===== config.mk =====
export PLATFORM = sky130hd
export DESIGN_NAME = pmod_audio_mc
export DESIGN_NICKNAME = d
export VERILOG_FILES = /design/src/rtl/pmod_audio_mc.sv
export SDC_FILE = /design/constraint.sdc
export NUM_CORES = 1
export LEC_CHECK = 0
export ABC_AREA = 1
export CAP_MARGIN = 25
export CORE_ASPECT_RATIO = 1.2
export CORE_MARGIN = 2
export CORE_UTILIZATION = 50
export DETAILED_ROUTE_END_ITERATION = 8
export PLACE_DENSITY = 0.83
export SKIP_CTS_REPAIR_TIMING = 1
export SYNTH_ARGS = -nofsm -noshare
export SYNTH_HDL_FRONTEND = slang
export SYNTH_SLANG_ARGS = --single-unit

===== constraint.sdc =====
create_clock -name clk -period 2.8 [get_ports clk]
set_input_delay 0.84 -clock clk [delete_from_list [all_inputs] [get_ports clk]]
set_output_delay 0.84 -clock clk [all_outputs]
set_load 0.02 [all_outputs]

===== src/rtl/pmod_audio_mc.sv =====
// pmod_audio_mc: multi-channel audio DAC driver for RC-filtered PMOD outputs.
// Frames of per-channel samples are accepted one frame ahead and converted
// to 1-bit streams by fixed-period PWM or first-order sigma-delta.
module pmod_audio_mc #(
    parameter int CHANNELS  = 2,
    parameter int SAMPLE_W  = 16,
    parameter int PWM_BITS  = 9,
    parameter int SIGNED_IN = 1,
    parameter int SD_MODE   = 0
) (
    input  logic                         clk,
    input  logic                         rst_n,
    input  logic [CHANNELS*SAMPLE_W-1:0] sample,
    input  logic                         sample_valid,
    output logic                         sample_ready,
    input  logic                         mute,
    output logic [CHANNELS-1:0]          output_pmod,
    output logic                         frame_strobe,
    output logic                         underrun
);

    // Midscale code: the silent level for an unsigned (offset-binary) sample.
    localparam logic [SAMPLE_W-1:0] MID    = {1'b1, {(SAMPLE_W-1){1'b0}}};
    // Two's-complement input becomes offset-binary by flipping the MSB.
    localparam logic [SAMPLE_W-1:0] IN_XOR = (SIGNED_IN != 0) ? MID : '0;

    // Handshake: a frame transfers on any cycle where sample_valid and
    // sample_ready are both high; sample_ready is high exactly when the
    // pending buffer is empty and does not depend on sample_valid.

    logic [PWM_BITS-1:0]   cnt;
    logic                  boundary;
    logic                  pend_valid;
    logic                  xfer;
    logic                  mute_s;
    logic                  eff_mute;
    logic                  load_pend;

    logic [SAMPLE_W-1:0]   in_u      [CHANNELS];
    logic [SAMPLE_W-1:0]   pend_u    [CHANNELS];
    logic [SAMPLE_W-1:0]   active_u  [CHANNELS];
    logic [SAMPLE_W-1:0]   frame_u   [CHANNELS];
    logic [SAMPLE_W-1:0]   u_eff     [CHANNELS];
    logic [PWM_BITS-1:0]   code      [CHANNELS];
    logic [SAMPLE_W-1:0]   acc       [CHANNELS];
    logic [SAMPLE_W:0]     sd_sum    [CHANNELS];
    logic [CHANNELS-1:0]   bit_next;

    assign boundary     = (cnt == '0);
    assign sample_ready = !pend_valid;
    assign xfer         = sample_valid && !pend_valid;
    assign load_pend    = boundary && pend_valid;

    // Mute and the active frame take effect on the boundary cycle itself, so
    // the output frame that starts one cycle later is entirely the new one.
    assign eff_mute = boundary ? mute : mute_s;

    // Per-channel input conversion, effective code selection and modulators.
    always_comb begin
        bit_next = '0;
        for (int k = 0; k < CHANNELS; k++) begin
            in_u[k]    = sample[k*SAMPLE_W +: SAMPLE_W] ^ IN_XOR;
            frame_u[k] = load_pend ? pend_u[k] : active_u[k];
            u_eff[k]   = eff_mute ? MID : frame_u[k];
            code[k]    = u_eff[k][SAMPLE_W-1 -: PWM_BITS];
            sd_sum[k]  = {1'b0, acc[k]} + {1'b0, u_eff[k]};
            if (SD_MODE != 0) begin
                bit_next[k] = sd_sum[k][SAMPLE_W];
            end else begin
                bit_next[k] = (cnt < code[k]);
            end
        end
    end

    // Free-running frame counter; wraps every 2^PWM_BITS clocks.
    always_ff @(posedge clk or negedge rst_n) begin
        if (!rst_n) begin
            cnt <= '0;
        end else begin
            cnt <= cnt + 1'b1;
        end
    end

    // One-deep pending buffer; consumed at each boundary, refilled by xfer.
    always_ff @(posedge clk or negedge rst_n) begin
        if (!rst_n) begin
            pend_valid <= 1'b0;
            for (int k = 0; k < CHANNELS; k++) begin
                pend_u[k] <= '0;
            end
        end else begin
            if (load_pend) begin
                pend_valid <= 1'b0;
            end else if (xfer) begin
                pend_valid <= 1'b1;
            end
            if (xfer) begin
                for (int k = 0; k < CHANNELS; k++) begin
                    pend_u[k] <= in_u[k];
                end
            end
        end
    end

    // Active frame and sampled mute change only at a boundary; an empty
    // buffer at the boundary leaves the previous frame playing.
    always_ff @(posedge clk or negedge rst_n) begin
        if (!rst_n) begin
            mute_s <= 1'b0;
            for (int k = 0; k < CHANNELS; k++) begin
                active_u[k] <= MID;
            end
        end else if (boundary) begin
            mute_s <= mute;
            for (int k = 0; k < CHANNELS; k++) begin
                active_u[k] <= frame_u[k];
            end
        end
    end

    // Sigma-delta accumulators run every clock; the carry is the output bit.
    always_ff @(posedge clk or negedge rst_n) begin
        if (!rst_n) begin
            for (int k = 0; k < CHANNELS; k++) begin
                acc[k] <= '0;
            end
        end else begin
            for (int k = 0; k < CHANNELS; k++) begin
                acc[k] <= sd_sum[k][SAMPLE_W-1:0];
            end
        end
    end

    // Registered pin outputs and frame status pulses.
    always_ff @(posedge clk or negedge rst_n) begin
        if (!rst_n) begin
            output_pmod  <= '0;
            frame_strobe <= 1'b0;
            underrun     <= 1'b0;
        end else begin
            output_pmod  <= bit_next;
            frame_strobe <= boundary;
            underrun     <= boundary && !pend_valid;
        end
    end

endmodule


**Word-level counts from Yosys, hierarchy flattened**

Index checks and enable logic that the tools add are counted.

- Register bits after elaboration: 79
- Bits in latches: 0
- RAM bits: 0
- Memory bits (read-only): 0
- Bits of input ports: 36
- Output and inout port bits: 5
- Word-level logic and storage cells: 28
- Memories kept: 0

- Add/subtract/negate cells: 1
- $mul: 0
- Divide/modulo/power cells: 0
- Magnitude comparators: 2
- Equality and inequality tests: 0
- Shift operators: 0
- Muxes and demuxes: 7
- Bitwise logic cells: 2
- Reduce and logical (&&, ||, !) cells: 6

Operator list:

| cell | count |
|---|---|
| two-way mux 16 bit | 4 |
| < comparator 9 bit | 2 |
| adder 9 x 1 -> 9 bit (second input constant) | 1 |
| logical NOT 9 bit | 1 |
| logical AND 1 bit | 3 |
| two-way mux 1 bit | 3 |
| NOT 1 bit | 2 |
| nonzero test 2 bit | 1 |
| logical NOT 1 bit | 1 |

**Logic depth before layout (Yosys ltp)**

Gate-level depths: netlist (run 1).

- Depth in word-level cells: 5
- Depth in mapped cells: 16
- Mapped depth without buffers: 15

**Least setup slack after synthesis (run 1)**

Ideal clock, no wire load.

- Kind: register to register
- Start: reg cnt[0]
- End: reg output_pmod[1]
- Library setup time: 128 ps
- Arrival: 2046 ps
- Data required time: 2672 ps
- Path slack: 626 ps
- Cell stages (with the launch flop): 15
- Buffers on the path: 1
- Period minus slack after synthesis: 2174 ps
- Path through: dfrtp_1 -> inv_1 -> ha_1 -> nand2_2 -> nor2_4 -> nand2_1 -> nand2_1 -> nand2_2 -> clkinv_2 -> buf_6 -> o211ai_2 -> ha_1 -> nand2_1 -> nor4_1 -> a21oi_1

- Elaborated cells on any way between the ends: 6
- Classes of those cells: order compare (1); mux (3); reduce/logical (2)

RTL lines:

| what | RTL line | RTL |
|---|---|---|
| start, declared | 31 | `logic [PWM_BITS-1:0] cnt;` |
| start signal, assigned | 80 | `cnt <= cnt + 1'b1;` |
| logical NOT 9 bit | 49 | `assign boundary = (cnt == '0);` |
| two-way mux 1 bit | -- |  |
| named net eff_mute | 36 | `logic eff_mute;` |
| two-way mux 16 bit | 64 | `u_eff[k] = eff_mute ? MID : frame_u[k];` |
| < comparator 9 bit | 70 | `bit_next[k] = (cnt < code[k]);` |
| named net bit_next[1] | 47 | `logic [CHANNELS-1:0] bit_next;` |
| end signal, assigned | 141 | `output_pmod <= bit_next;` |
| end, declared | 17 | `output logic [CHANNELS-1:0] output_pmod,` |

The timed path passes the listed nets, and every way through them passes these cells.
A chain may end at the register's enable or synchronous reset.

**Worst setup path in the final report (run 1)**

- Start: reg cnt[1]
- End: reg output_pmod[1]

Same word-level chain as after synthesis.

==> flow_metrics.py, run 1 <==
metrics = {
    "synthesis": {
        "ys_ff_latch": 51,
        "synth-main-ff-cell": "dfrtp_1",
        "synth-adder-area-share_pct": 8.73,
        "muxShareOfSynthArea_pct": 6.98,
        "async_flop_share_pct": 100,
        "synth-edff-count": 0,
        "ys_seq_area_share_pct": 49.6,
        "synthesis.nets": 283,
        "synth_top_family_by_area": "simple AND/OR/NAND/NOR gates",
        "synth_compound_area_share_pct": 13.0,
        "syn_area_per_cell_um2": 11.3,
        "synth_xor_area_share_pct": 2.38,
        "synthSimpleGateAreaFrac_pct": 15.1,
        "ys_types": 30,
        "yosysWarnings": 0,
        "syn_area_um2": 2580,
        "synth_cells": 229,
    },
    "sta": {
        "tns_ns": 0,
        "finalHoldViolCount": 0,
        "finClkSkew_ns": 0.00323,
        "maxSlewHeadroom_pct": 61.2,
        "final_max_slew_viol_count": 0,
        "tightest_slew_ns": 0.582,
        "setup_viol": 0,
        "min_period_over_period_pct": 91.0,
        "rsz0062_at_grt": "no",
        "period_minus_slack_ns": 2.55,
        "max_freq_ghz": 0.392,
        "hold_ws_ns": 0.488,
    },
    "critical_path": {
        "crit_buf_inv": 3,
        "regToRegEndpoint": "output_pmod[1]",
        "crit_slowest_cell": "dfrtp_1",
        "cpMostUsedCell": "nand2_1",
        "worstPathCellList": "inv_1, ha_1, nand2_2, nor2_4, nand2_1, nand2_1, nand2_2, clkinv_2, buf_4, o211ai_2, ha_1, nand2_1, nor4_1, a21oi_1",
        "critical_path.max_stage_delay_ns": 0.45,
        "reg2reg_depth": 14,
        "cp_max_fo": 8,
        "arrival_ns": 2.72,
        "endpoint_kind": "flip-flop",
        "cp-start-kind": "flip-flop",
        "rr_startpoint": "cnt[1]",
        "crit_family": "simple AND/OR/NAND/NOR gates",
        "required_ns": 2.98,
        "crit_type": "reg -> reg",
        "rrSetupSlack_ns": 0.25,
    },
    "place": {
        "finalWeightedCongestion": 0.912,
        "portBuffers": 26,
        "dp_hpwl_um": 3390,
    },
    "worst_hold_path": {
        "min_to": "active_u[14]",
        "min_from": "active_u[14]",
        "holdPathStages": 2,
        "min_path_type": "reg -> reg",
    },
    "route": {
        "drt-total-wl_um": 4520,
        "routed.top_layer": "met4",
        "wl_met2_um": 2390,
        "drtAntennaViolNets": 0,
        "route.met3.wl_um": 114,
        "num_vias": 1740,
        "wl_met1_um": 1940,
        "drc": 0,
        "drt_iter0_drc": 72,
        "first_pass_iters": 4,
        "viasPerCell": 5.37,
        "wl_per_cell_um": 14.0,
    },
    "pwr": {
        "power.density_nw_per_um2": 465,
        "ir_drop_mv": 0.339,
        "leakagePower_uw": 0.00140,
    },
    "final_layout": {
        "drive_gt1_share_pct": 27.3,
        "antennaDiodeCount": 0,
        "nNetsFinal": 317,
        "area_growth_pct": 17.7,
        "fill_cells": 392,
    },
    "die": {
        "die_w_um": 69.6,
        "row_count": 28,
        "dieArea_um2": 5750,
        "initial_core_util_pct": 52.2,
        "coreArea_um2": 4940,
        "ioPinCount": 41,
        "die_h_um": 82.7,
    },
    "global_route": {
        "overflow": 0,
        "grt_max_degree": 27,
        "grt_usage_pct": 17.8,
        "antenna_found_initial": 0,
        "grt_pass1_vias": 1777,
        "grt_pass1_wl_um": 7900,
    },
    "cts": {
        "clockBufferDepth": 2,
        "cts_tree": "done",
        "cts_sinks": 51,
        "htreeDepth": 2,
        "cts_buffers": 5,
        "clockRootBuffer": "clkbuf_8",
        "worstSkewPairLatency_ns": 0.30,
        "clk_pin_slew_ns": 0.09,
    },
    "outcome": {
        "status": "finished clean",
    },
    "flow_run": {
        "maxCapViolations": 0,
    },
}
-- stage by stage --
step	worst slack, ns	total power, uW	instance area [um^2]	instances	utilization (%)
6_report	0.252	1410	3040	324	61.4
2_1_floorplan	0.626	895	2580	229	-
3_5_place_dp	0.0120	972	2940	316	59.4
3_3_place_gp	0.0461	963	2940	316	59.4
4_1_cts	0.259	1420	3040	324	61.4
5_1_grt	0.0778	1480	3040	324	61.4
-- cell usage after synthesis (6+ instances only) --
cell / number / share of area [%]
or2_4: 6 / 2.0
o211ai_2: 10 / 4.8
ha_1: 18 / 8.7
xor2_1: 7 / 2.4
o21a_1: 13 / 3.8
nor2_1: 11 / 1.6
nand2_1: 32 / 4.7
dfrtp_1: 49 / 48
mux2_2: 16 / 7.0
a21oi_1: 9 / 1.7
inv_2: 6 / 0.87
or2_2: 7 / 1.7
nand3_1: 8 / 1.6
-- sequential cells by signal, indices dropped and copies added, names as in the netlist --
register and flops:
active_u 18, mute_s 1, pend_u 18, pend_valid 1, output_pmod 2, underrun 1, cnt 9, frame_strobe 1
-- cells in the final DEF (no fill, tap or decap) --
cell             instances
a21o_1                   1
a21oi_1                  9
buf_12                   2
buf_2                    1
buf_4                    6
clkbuf_1                 1
clkbuf_8                 7
clkdlybuf4s50_1         25
clkinv_2                 1
dfrtp_1                 49
dfstp_2                  2
ha_1                    18
inv_1                    4
inv_2                    6
inv_4                    1
mux2_2                  16
nand2_1                 32
nand2_2                  3
nand3_1                  8
nand3_4                  1
nand4_1                  1
nor2_1                  11
nor2_2                   1
nor2_4                   2
nor3_1                   3
nor4_1                   1
o211ai_1                 5
o211ai_2                10
o21a_1                  13
o21ai_0                  3
o21bai_1                 1
or2_2                    7
or2_4                    6
xor2_1                   7
-- tightest hold or removal path: cells and delay by family, from the launching register on --
family | cells | cell delay (ns)
DFF | 1 | 0.33
and+or+nand+nor | 2 | 0.12
-- final cells by class --
type / count / area [um^2] / area share, %
multi-input cells: 159 / 1190 / 39.3
well taps: 60 / 75.1 / 2.47
clock buffers: 8 / 100 / 3.30
flip-flops and latches: 51 / 1280 / 42.1
inverters: 12 / 48.8 / 1.61
repair buffers: 34 / 340 / 11.2
-- power by group --
part / total, uW / switching, uW / leakage, uW / internal (uW)
Sequential: 810 / 29.3 / 0.000639 / 781
Combinational: 144 / 57.2 / 0.000711 / 86.4
Clock: 458 / 233 / 0.0000515 / 226
Total: 1410 / 319 / 0.00140 / 1090
-- kinds of logic (layout without fill, tap and decap cells) --
group / after synthesis / count (layout)
xor+xnor: 7 / 7
mux: 16 / 16
compound gates: 42 / 42
fa+ha+maj: 18 / 18
simple gates: 76 / 76
buf+inv: 19 / 54
flops: 51 / 51
-- routing by layer --
layer	up-vias	track usage [%]
li1	849	-
met1	863	21.0
met2	22	31.6
met3	6	3.64
met4	0	8.24
met5	-	0
-- worst max-delay path by stage --
stage | from | end | slack, ns | cells after the start
6_report | cnt[1] | output_pmod[1] | 0.25 | 14
5_1_grt | cnt[0] | output_pmod[1] | 0.08 | 14
4_1_cts | cnt[0] | output_pmod[1] | 0.26 | 14
3_5_place_dp | mute | output_pmod[1] | 0.01 | 10
3_3_place_gp | mute | output_pmod[0] | 0.05 | 11
2_1_floorplan | cnt[0] | output_pmod[1] | 0.63 | 14
Note: power is estimated with default switching activity, not from simulation.
==> run 2: changes to the inputs <==
--- a/config.mk
+++ b/config.mk
@@ -9,9 +9,9 @@
 export CAP_MARGIN = 25
 export CORE_ASPECT_RATIO = 1.2
 export CORE_MARGIN = 2
-export CORE_UTILIZATION = 50
+export CORE_UTILIZATION = 48
 export DETAILED_ROUTE_END_ITERATION = 8
-export PLACE_DENSITY = 0.83
+export PLACE_DENSITY = 0.84
 export SKIP_CTS_REPAIR_TIMING = 1
 export SYNTH_ARGS = -nofsm -noshare
 export SYNTH_HDL_FRONTEND = slang
==> constraint.sdc (replaced) <==
create_clock -name clk -period 2.18 [get_ports clk]
set_input_delay 0.654 -clock clk [delete_from_list [all_inputs] [get_ports clk]]
set_output_delay 0.654 -clock clk [all_outputs]
set_load 0.02 [all_outputs]
==> flow_metrics.py, run 2 (synthesis gave the netlist of run 1 again) <==
metrics = {
    "outcome": {
        "violations": "setup timing",
        "status": "complete, but fails checks",
    },
    "route": {
        "drt_iter0_drc": 119,
        "num_vias": 1896,
        "drt-total-wl_um": 5280,
        "drtAntennaViolNets": 0,
        "viasPerCell": 5.25,
        "wl_per_cell_um": 14.6,
        "drc": 0,
        "first_pass_iters": 4,
    },
    "pwr": {
        "p_int_uw": 1370,
        "power.density_nw_per_um2": 535,
        "switching_share_pct": 23.4,
        "power.clock.fraction_pct": 31.1,
        "leakagePower_uw": 0.00159,
        "ir_drop_mv": 0.352,
        "p_seq_share_pct": 58.1,
        "combPwrFrac_pct": 10.9,
        "p_sw_uw": 420,
    },
    "global_route": {
        "use_met2_pct": 30.4,
        "grt_pass1_wl_um": 8500,
        "grt_util_met1_pct": 21.3,
        "antenna_found_initial": 0,
        "busiest_layer": "met2",
        "grt_usage_pct": 18.1,
        "grt_pass1_vias": 1959,
        "overflow": 0,
        "met3_usage_pct": 4.56,
        "grt_max_degree": 21,
    },
    "final_layout": {
        "drive_gt1_share_pct": 38.5,
        "nNetsFinal": 352,
        "ff_latch_area_um2": 1280,
        "final_cell_mix": "dfrtp_1, buf_4, nand2_1, clkdlybuf4s50_1, ha_1",
        "area_growth_pct": 29.8,
        "fill_cells": 405,
        "final_common_cell": "dfrtp_1",
        "multi_input_comb_area_um2": 1230,
        "reg_top3": "active_u x18, pend_u x18, cnt x9",
        "fin_cells": 361,
        "antennaDiodeCount": 0,
    },
    "cts": {
        "clk_pin_slew_ns": 0.09,
        "cts_buffers": 5,
        "cts_sinks": 51,
        "cts_tree": "done",
        "clockRootBuffer": "clkbuf_8",
        "htreeDepth": 2,
        "worstSkewPairLatency_ns": 0.31,
        "clockBufferDepth": 2,
    },
    "sta": {
        "max_freq_ghz": 0.419,
        "layout_setup_ws_ns": -0.207,
        "tightest_slew_ns": 0.460,
        "tns_ns": -0.329,
        "min_period_over_period_pct": 110,
        "maxSlewHeadroom_pct": 69.3,
        "final_max_slew_viol_count": 0,
        "finClkSkew_ns": 0.00566,
        "rsz0062_at_grt": "yes",
        "setup_viol": 2,
        "finalHoldViolCount": 0,
        "period_minus_slack_ns": 2.39,
    },
    "die": {
        "coreArea_um2": 5230,
        "ioPinCount": 41,
        "die_w_um": 70.9,
        "row_count": 29,
        "dieArea_um2": 5980,
        "die_h_um": 84.3,
        "initial_core_util_pct": 49.4,
    },
    "worst_hold_path": {
        "min_path_type": "in -> async",
    },
    "critical_path": {
        "reg2reg_depth": 13,
        "rr_startpoint": "cnt[0]",
        "cp_max_fo": 18,
        "crit_start": "cnt[0]",
        "endpoint_kind": "flip-flop",
        "arrival_ns": 2.63,
        "cp-start-kind": "flip-flop",
        "crit_type": "reg -> reg",
        "regToRegEndpoint": "output_pmod[0]",
        "rrSetupSlack_ns": -0.21,
        "required_ns": 2.42,
    },
    "place": {
        "portBuffers": 26,
        "placedCellCount": 341,
        "finalWeightedCongestion": 0.861,
        "pre_cts_slack_ns": -0.416,
        "dp_hpwl_um": 3650,
    },
    "flow_run": {
        "maxCapViolations": 0,
    },
}
==> run 2: final cells by class <==
cell class	instances	area share (%)
Clock buffer	7	2.58
Clock inverter	1	0.149
Inverter	12	1.87
Multi-Input combinational cell	159	36.7
Sequential cell	51	38.2
Tap cell	62	2.32
Timing Repair Buffer	68	18.1
Timing Repair inverter	1	0.149
==> run 2: power by group through the flow <==
| stage | clock network [uW] | logic (uW) | registers, uW |
|---|---|---|---|
| 2_1_floorplan | 0 | 96.7 | 1050 |
| 4_1_cts | 566 | 183 | 1040 |
| 3_5_place_dp | 0 | 183 | 1060 |
| 6_report | 557 | 195 | 1040 |
| 5_1_grt | 614 | 217 | 1050 |
| 3_3_place_gp | 0 | 176 | 1060 |
==> run 2: worst max path at each step <==
stage                          end  slack, ns  depth (start not counted)
floorplan           output_pmod[1]      0.006                         14
global placement    output_pmod[0]      -0.39                         10
detailed placement  output_pmod[0]      -0.42                         10
CTS                 output_pmod[1]      -0.29                         14
global route        output_pmod[0]      -0.35                         14
finish              output_pmod[0]      -0.21                         13
==> run 2: stage by stage <==
step / instance area (um^2) / hold WS (ns) / utilization (%) / power, uW
final: 3350 / 0.281 / 64.1 / 1790
after global routing: 3350 / 0.302 / 64.1 / 1880
after CTS: 3190 / 0.293 / 61.0 / 1790
after detailed placement: 3100 / 0.469 / 59.3 / 1240
after global placement: 3100 / 0.463 / 59.3 / 1230
after floorplan: 2580 / 0.358 / - / 1150
==> run 2: critical path, stage by stage (launching register included) <==
cell      delay [ns]
dfrtp_1         0.40
inv_2           0.07
ha_2            0.19
nand2_2         0.07
nor2_4          0.12
nand3_4         0.13
buf_8           0.19
o211ai_2        0.17
ha_1            0.27
a21oi_1         0.19
nor2_1          0.06
o21bai_1        0.18
o211ai_1        0.13
a21oi_2         0.14
==> run 2: metal layers <==
| layer | vias to the layer above | wire length (um) |
|---|---|---|
| met3 | 22 | 183 |
| met2 | 42 | 2680 |
| met1 | 913 | 2200 |
| met4 | 0 | 212 |
| li1 | 919 | - |
| met5 | - | 0 |
==> run 3: changes to the inputs <==
==> constraint.sdc (replaced) <==
create_clock -name clk -period 2.18 [get_ports clk]
set_input_delay 0.654 -clock clk [delete_from_list [all_inputs] [get_ports clk]]
set_output_delay 0.654 -clock clk [all_outputs]
set_load 0.005 [all_outputs]
==> flow_metrics.py, run 3 (synthesis gave the netlist of run 1 again) <==
metrics = {
    "pwr": {
        "power.density_nw_per_um2": 535,
        "ir_drop_mv": 0.352,
        "power.total_uw": 1790,
        "leakagePower_uw": 0.00157,
    },
    "global_route": {
        "grt_pass1_wl_um": 8500,
        "antenna_found_initial": 0,
        "grt_pass1_vias": 1959,
        "grt_max_degree": 21,
        "overflow": 0,
        "grt_usage_pct": 18.1,
    },
    "critical_path": {
        "rrSetupSlack_ns": -0.21,
        "cp-start-kind": "flip-flop",
        "regToRegEndpoint": "output_pmod[0]",
        "crit_slowest_cell": "dfrtp_1",
        "rr_startpoint": "cnt[0]",
        "cp_max_fo": 18,
        "crit_family": "compound AO/OA/AOI/OAI gates",
        "endpoint_kind": "flip-flop",
        "critical_path.max_stage_delay_ns": 0.40,
        "crit_buf_inv": 2,
        "worstPathCellList": "inv_2, ha_2, nand2_2, nor2_4, nand3_4, buf_8, o211ai_2, ha_1, a21oi_1, nor2_1, o21bai_1, o211ai_1, a21oi_2",
        "arrival_ns": 2.63,
        "required_ns": 2.42,
        "crit_type": "reg -> reg",
        "reg2reg_depth": 13,
    },
    "cts": {
        "worstSkewPairLatency_ns": 0.31,
        "cts_tree": "done",
        "clockBufferDepth": 2,
        "cts_buffers": 5,
        "cts_sinks": 51,
        "htreeDepth": 2,
        "clk_pin_slew_ns": 0.09,
        "clockRootBuffer": "clkbuf_8",
    },
    "die": {
        "initial_core_util_pct": 49.4,
        "ioPinCount": 41,
        "dieArea_um2": 5980,
        "die_h_um": 84.3,
        "row_count": 29,
        "coreArea_um2": 5230,
        "die_w_um": 70.9,
    },
    "route": {
        "num_vias": 1896,
        "drtAntennaViolNets": 0,
        "viasPerCell": 5.25,
        "drt_iter0_drc": 119,
        "first_pass_iters": 4,
        "drt-total-wl_um": 5280,
        "wl_per_cell_um": 14.6,
        "drc": 0,
    },
    "sta": {
        "finalHoldViolCount": 0,
        "min_period_over_period_pct": 110,
        "finClkSkew_ns": 0.00566,
        "tns_ns": -0.329,
        "setup_viol": 2,
        "rsz0062_at_grt": "yes",
        "layout_setup_ws_ns": -0.207,
        "period_minus_slack_ns": 2.39,
        "final_max_slew_viol_count": 0,
        "tightest_slew_ns": 0.460,
        "max_freq_ghz": 0.419,
        "maxSlewHeadroom_pct": 69.3,
    },
    "outcome": {
        "status": "complete, but fails checks",
        "violations": "setup timing",
    },
    "flow_run": {
        "maxCapViolations": 0,
    },
    "final_layout": {
        "reg_top3": "active_u x18, pend_u x18, cnt x9",
        "final_common_cell": "dfrtp_1",
        "nNetsFinal": 352,
        "drive_gt1_share_pct": 38.5,
        "post-route-util_pct": 64.1,
        "antennaDiodeCount": 0,
        "final_area_um2": 3350,
        "area_growth_pct": 29.7,
        "final_cell_mix": "dfrtp_1, buf_4, nand2_1, clkdlybuf4s50_1, ha_1",
        "fill_cells": 406,
    },
    "place": {
        "finalWeightedCongestion": 0.861,
        "portBuffers": 26,
        "dp_hpwl_um": 3650,
        "dpl_cell_area_um2": 3100,
    },
    "worst_hold_path": {
        "min_path_type": "in -> async",
    },
}
## run 3: cell types whose count changed in the layout (fill, tap and decap cells not counted)
cell	delta
dlymetal6s2s_1	-1
clkdlybuf4s50_1	+1
## run 3: worst max path at each step
stage	from	end	slack, ns	cells after the start
CTS	cnt[0]	output_pmod[1]	-0.29	14
global placement	mute	output_pmod[0]	-0.39	10
floorplan	cnt[0]	output_pmod[1]	0.006	14
finish	cnt[0]	output_pmod[0]	-0.21	13
global route	cnt[0]	output_pmod[0]	-0.35	14
detailed placement	mute	output_pmod[0]	-0.42	10
## run 3: worst register-to-register path, stage by stage, from the launching register on
cell and delay, ns:
dfrtp_1 0.40, inv_2 0.07, ha_2 0.19, nand2_2 0.07, nor2_4 0.12, nand3_4 0.13, buf_8 0.19, o211ai_2 0.18
ha_1 0.27, a21oi_1 0.19, nor2_1 0.06, o21bai_1 0.18, o211ai_1 0.13, a21oi_2 0.14
## run 3: final cells by class
cell class	instances	area, um^2	share of cell area (%)
flip-flops and latches	51	1280	38.2
multi-input cells	159	1230	36.7
repair buffers	68	603	18.0
clock buffers	7	86.3	2.58
well taps	62	77.6	2.32
inverters	12	62.6	1.87
clock inverters	1	5.00	0.150
repair inverters	1	5.00	0.150
## run 3: power by group
part / total [uW] / switching (uW) / internal, uW
registers: 1040 / 38.5 / 1000
logic: 191 / 77.2 / 114
clock network: 557 / 300 / 256
total: 1790 / 416 / 1370
## run 3: layer usage
| metal | global-route usage, % | routed length (um) | vias to the layer above |
|---|---|---|---|
| met5 | 0 | 0 | - |
| met4 | 9.26 | 212 | 0 |
| met3 | 4.56 | 181 | 22 |
| met2 | 30.4 | 2680 | 42 |
| met1 | 21.3 | 2200 | 913 |
| li1 | - | - | 919 |
## run 3: through the flow
stage	instances	worst slack, ns	hold slack [ns]
3_3_place_gp	341	-0.386	0.463
6_report	361	-0.207	0.281
4_1_cts	349	-0.290	0.293
2_1_floorplan	229	0.00623	0.358
3_5_place_dp	341	-0.416	0.469
5_1_grt	361	-0.355	0.302
==> patch 1, RTL diff (config.mk and constraints of run 1) <==
Register the output `underrun` once more, cleared by the reset; this adds one clock of latency there. The other outputs are not delayed to match.
--- a/src/rtl/pmod_audio_mc.sv
+++ b/src/rtl/pmod_audio_mc.sv
@@ -25,2 +25,4 @@
     localparam logic [SAMPLE_W-1:0] IN_XOR = (SIGNED_IN != 0) ? MID : '0;
+
+    logic underrun_s0;
 
@@ -138,3 +140,3 @@
             frame_strobe <= 1'b0;
-            underrun     <= 1'b0;
+            underrun_s0  <= 1'b0;
         end else begin
@@ -142,3 +144,11 @@
             frame_strobe <= boundary;
-            underrun     <= boundary && !pend_valid;
+            underrun_s0  <= boundary && !pend_valid;
+        end
+    end
+
+    always_ff @(posedge clk or negedge rst_n) begin
+        if (!rst_n) begin
+            underrun <= '0;
+        end else begin
+            underrun <= underrun_s0;
         end
Check against the original RTL: not equivalent (Yosys sat finds a counterexample within 4 cycles, from zero or initial values and one cycle with rst_n low).
==> patch 1 against run 1 <==
- routed wire length rose by 1.8%
- area after synthesis grew 0.97%
- fmax is 2.9% higher
- final area rose by 1.1%
- worst setup slack better by 0.071 ns
- sequential cell count is 1 higher
- total power is 4.6% higher
- synthesized cell count increased by 0.44%
- largest cell class unchanged
==> patch 1: results (changes against run 1) <==
stage	metric	value	unit	change
place	Post-DP Area	2933	um2	about the same
pwr	Leak Pwr	1.419	nW	+1.2%
logic_synthesis	Synth Warn #	0		unchanged
logic_synthesis	Synth Instances	230		+0.44%
global_routing	antenna violations before repair	0		unchanged
pwr	share of total power in the clock network	34.7	%	+2.2 points
layout	layout cell share with drive strength beyond 1	27.44	%	+0.17 points
clocking	CTS Buf Count	5		unchanged
min_path	min-delay src	underrun_s0$_DFF_PN0_		
logic_synthesis	Seq/Total Area, Yosys	50.05	%	+0.48 points
timing	Worst Skew	0.01027	ns	+0.007038 ns
timing	Hold WS	0.3704	ns	-0.1178 ns
layout	fill cell count	396		+1.0%
layout	antenna cell count	0		unchanged
min_path	hold endpoint	underrun$_DFF_PN0_		
critical_path	reg2reg setup slack	0.32	ns	+0.07 ns
global_routing	vias in the first global route	1840		+3.5%
pwr	Combinational Power Share	9.5	%	-0.7 points
critical_path	RR Startpoint	cnt[1]$_DFF_PN0_		
layout	final std cells w/o fill	326		+0.62%
critical_path	top cell family by delay on the critical path	simple AND/OR/NAND/NOR gates		
outcome	status	completed		
pwr	switching power	331.9	uW	+4.0%
global_routing	first-pass GRT wire length	8.245	mm	+4.4%
global_routing	met3 Use GR	3.155	%	-0.49 points
logic_synthesis	synth top area cells	dfrtp_1 48%, ha_1 8.6%, mux2_2 6.9%		
critical_path	Required @ worst endpoint	2.98	ns	about the same
logic_synthesis	post-synthesis compound-gate area fraction	12.87	%	-0.12 points
logic_synthesis	Net Count, Synth	284		+0.35%
global_routing	met2 usage	31.08	%	-0.55 points
logic_synthesis	fraction of registers with async set/reset	100.0	%	unchanged
routing	met3 wire len	132	um	+16%
place	pre-CTS WS	0.01720	ns	+0.005236 ns
critical_path	reg2reg end	output_pmod[1]$_DFF_PN0_		
place	port bufs	26		unchanged
routing	DRT met1 WL	1.938	mm	+0.16%
routing	total routed wirelength	4.604	mm	+1.8%
logic_synthesis	commonest cells in the netlist	50 x dfrtp_1, 32 x nand2_1, 18 x ha_1		
timing	worst slew pin tran	0.6310	ns	+0.04886 ns
routing	drt via density	5.402		+0.59%
place	dpl cells	315		-0.32%
critical_path	Max FO, Critical Path	7		-1
pwr	Max rail drop VDD	320.8	uV	-5.4%
routing	metal2 WL	2.430	mm	+1.7%
routing	Iter 0 DRT Violations	73		+1.4%
logic_synthesis	Adder-Cell Fraction of Synth Area	8.646	%	-0.084 points
global_routing	met1 usage	20.55	%	-0.47 points
pwr	P_seq	824	uW	+2%
logic_synthesis	XOR/XNOR Fraction of Synth Area	2.354	%	-0.023 points
global_routing	GRT Total Usage	17.62	%	-0.19 points
place	RD Place Congestion	0.8607		-5.7%
min_path	cell depth of the worst hold path	0		-2
layout	top flop regs	active_u: 18 flops, pend_u: 18 flops, cnt: 9 flops		
global_routing	largest net degree at the start of global routing	53		+96%
logic_synthesis	mux contribution to synthesized area	6.916	%	-0.067 points
place	HPWL Detailed	3.309	mm	-2.4%
critical_path	slowest cell on the critical path	dfrtp_1		
-- patch 1: worst max-delay path by stage --
| stage | start | to | slack, ns |
|---|---|---|---|
| after floorplan | cnt[0]$_DFF_PN0_ | output_pmod[1]$_DFF_PN0_ | 0.63 |
| after global placement | mute | output_pmod[0]$_DFF_PN0_ | 0.06 |
| after detailed placement | mute | output_pmod[0]$_DFF_PN0_ | 0.02 |
| after CTS | cnt[1]$_DFF_PN0_ | output_pmod[0]$_DFF_PN0_ | 0.17 |
| after global routing | cnt[1]$_DFF_PN0_ | output_pmod[0]$_DFF_PN0_ | 0.06 |
| final | cnt[1]$_DFF_PN0_ | output_pmod[1]$_DFF_PN0_ | 0.32 |
-- patch 1: layout make-up --
type	instances	area, um2	share of cell area [%]
clock buffer	6	72.57	2.365
clock inverter	2	35.03	1.142
inverter	12	53.80	1.754
multi-input combinational	159	1192	38.87
sequential	52	1304	42.50
tap	60	75.07	2.447
timing repair buffer	35	335.3	10.93
==> patch 2, RTL diff (config.mk and constraints of run 1) <==
Made on the original files. The parameter `CHANNELS` goes from 2 to 4.
--- a/src/rtl/pmod_audio_mc.sv
+++ b/src/rtl/pmod_audio_mc.sv
@@ -4,3 +4,3 @@
 module pmod_audio_mc #(
-    parameter int CHANNELS  = 2,
+    parameter int CHANNELS  = 4,
     parameter int SAMPLE_W  = 16,
Ports: changed (resized output_pmod and sample); port bits go from 41 to 75. The function was not compared with the original's and may differ.
==> patch 2 against run 1 <==
- worst setup slack lost 0.068 ns
- sequential power grew 77%
- final area grew 76%
- total power up 76%
- routed wire length is 100% higher
- sequential cell count up 38
- area after synthesis grew 77%
- clock skew is 0.0086 ns higher
- largest cell class unchanged
==> patch 2: results (changes against run 1) <==
stage	metric	value	unit	change
outcome	status	completed		
logic_synthesis	Synth Warn #	0		unchanged
critical_path	crit path to	output_pmod[2]$_DFF_PN0_		
timing	Worst Skew	0.01179	ns	+0.008564 ns
clocking	worst-skew pair later-pin latency	0.38	ns	+0.08 ns
clocking	htree depth	3		+1
layout	fill cell count	774		+97%
pwr	Seq pwr share	57.7	%	+0.3 points
logic_synthesis	Net Count, Synth	508		+80%
critical_path	top cell family by delay on the critical path	compound AO/OA/AOI/OAI gates		
routing	met3 wire len	329	um	+190%
logic_synthesis	Adder-Cell Fraction of Synth Area	9.341	%	+0.61 points
timing	worst slew pin tran	0.5884	ns	+0.006230 ns
pwr	Design Power	2.481	mW	+76%
logic_synthesis	commonest cells in the netlist	85 x dfrtp_1, 51 x nand2_1, 34 x ha_1		
pwr	Leak Pwr	2.421	nW	+73%
global_routing	first-pass GRT wire length	14.50	mm	+84%
routing	total routed wirelength	9.199	mm	+100%
layout	top flop regs	active_u: 36 flops, pend_u: 36 flops, cnt: 9 flops		
logic_synthesis	Synth cell types	31		+3.3%
logic_synthesis	post-synthesis compound-gate area fraction	14.26	%	+1.3 points
critical_path	Data arrival, critical path	2.91	ns	+0.19 ns
pwr	Max rail drop VDD	296.4	uV	-13%
logic_synthesis	XOR/XNOR Fraction of Synth Area	1.154	%	-1.2 points
place	RD Place Congestion	0.8383		-8.1%
global_routing	GRT Total Usage	18.76	%	+0.95 points
routing	vias after detailed routing	3169		+82%
place	port bufs	46		+77%
critical_path	Max FO, Critical Path	28		+20
logic_synthesis	synth top area cells	dfrtp_1 47%, ha_1 9.3%, mux2_2 7.4%		
routing	Iter 0 DRT Violations	137		+90%
critical_path	reg2reg end	output_pmod[2]$_DFF_PN0_		
critical_path	Crit. Startpoint	cnt[0]$_DFF_PN0_		
clocking	CTS Buf Count	9		+4
critical_path	reg2reg setup slack	0.18	ns	-0.07 ns
layout	Nets	561		+77%
layout	layout cell share with drive strength beyond 1	21.98	%	-5.3 points
min_path	min-delay worst type	in -> async		
pwr	switching share of total power	24.79	%	+2.2 points
-- patch 2: cell types whose count changed after synthesis, sizes merged, moves of 6 or more --
cell	delta
dfrtp	+36
ha	+16
or2	+14
nor2	+6
mux2	+15
buf	+10
nand2	+26
a21oi	+14
o21ai	+6
o21a	+14
o211ai	+16
-- patch 2: layout make-up --
type / instances / share of cell area (%)
flip-flops and latches: 89 / 41.67
multi-input cells: 286 / 39.66
repair buffers: 58 / 11.26
well taps: 120 / 2.803
clock buffers: 12 / 2.710
inverters: 14 / 1.355
clock inverters: 4 / 0.3737
repair inverters: 1 / 0.1635
-- patch 2: layer usage --
metal	vias to the layer above	global-route usage, %
li1	1521	-
met5	-	0
met4	0	8.983
met1	1557	21.35
met3	26	3.554
met2	65	33.97
-- patch 2: through the flow --
step	TNS, ns	instances	area [um2]	util, %	worst slack (ns)
after floorplan	0	406	4554	-	0.6033
after global placement	-0.003271	565	5115	57.22	-0.003271
after detailed placement	-0.03696	565	5115	57.22	-0.02162
after CTS	0	581	5280	59.07	0.01439
after global routing	-0.006513	584	5356	59.92	-0.006513
final	0	584	5356	59.92	0.1835
-- patch 2: worst min path at each step --
stage          depth (start not counted)  slack, ns                startpoint                       end
6_report                               1       0.45                     rst_n    pend_u[60]$_DFFE_PN0P_
4_1_cts                                1       0.47                     rst_n    pend_u[59]$_DFFE_PN0P_
3_3_place_gp                           2       0.46  active_u[14]$_DFFE_PN0P_  active_u[14]$_DFFE_PN0P_
3_5_place_dp                           2       0.47  active_u[14]$_DFFE_PN0P_  active_u[14]$_DFFE_PN0P_
2_1_floorplan                          2       0.44  active_u[14]$_DFFE_PN0P_  active_u[14]$_DFFE_PN0P_
5_1_grt                                1       0.50                     rst_n    pend_u[60]$_DFFE_PN0P_
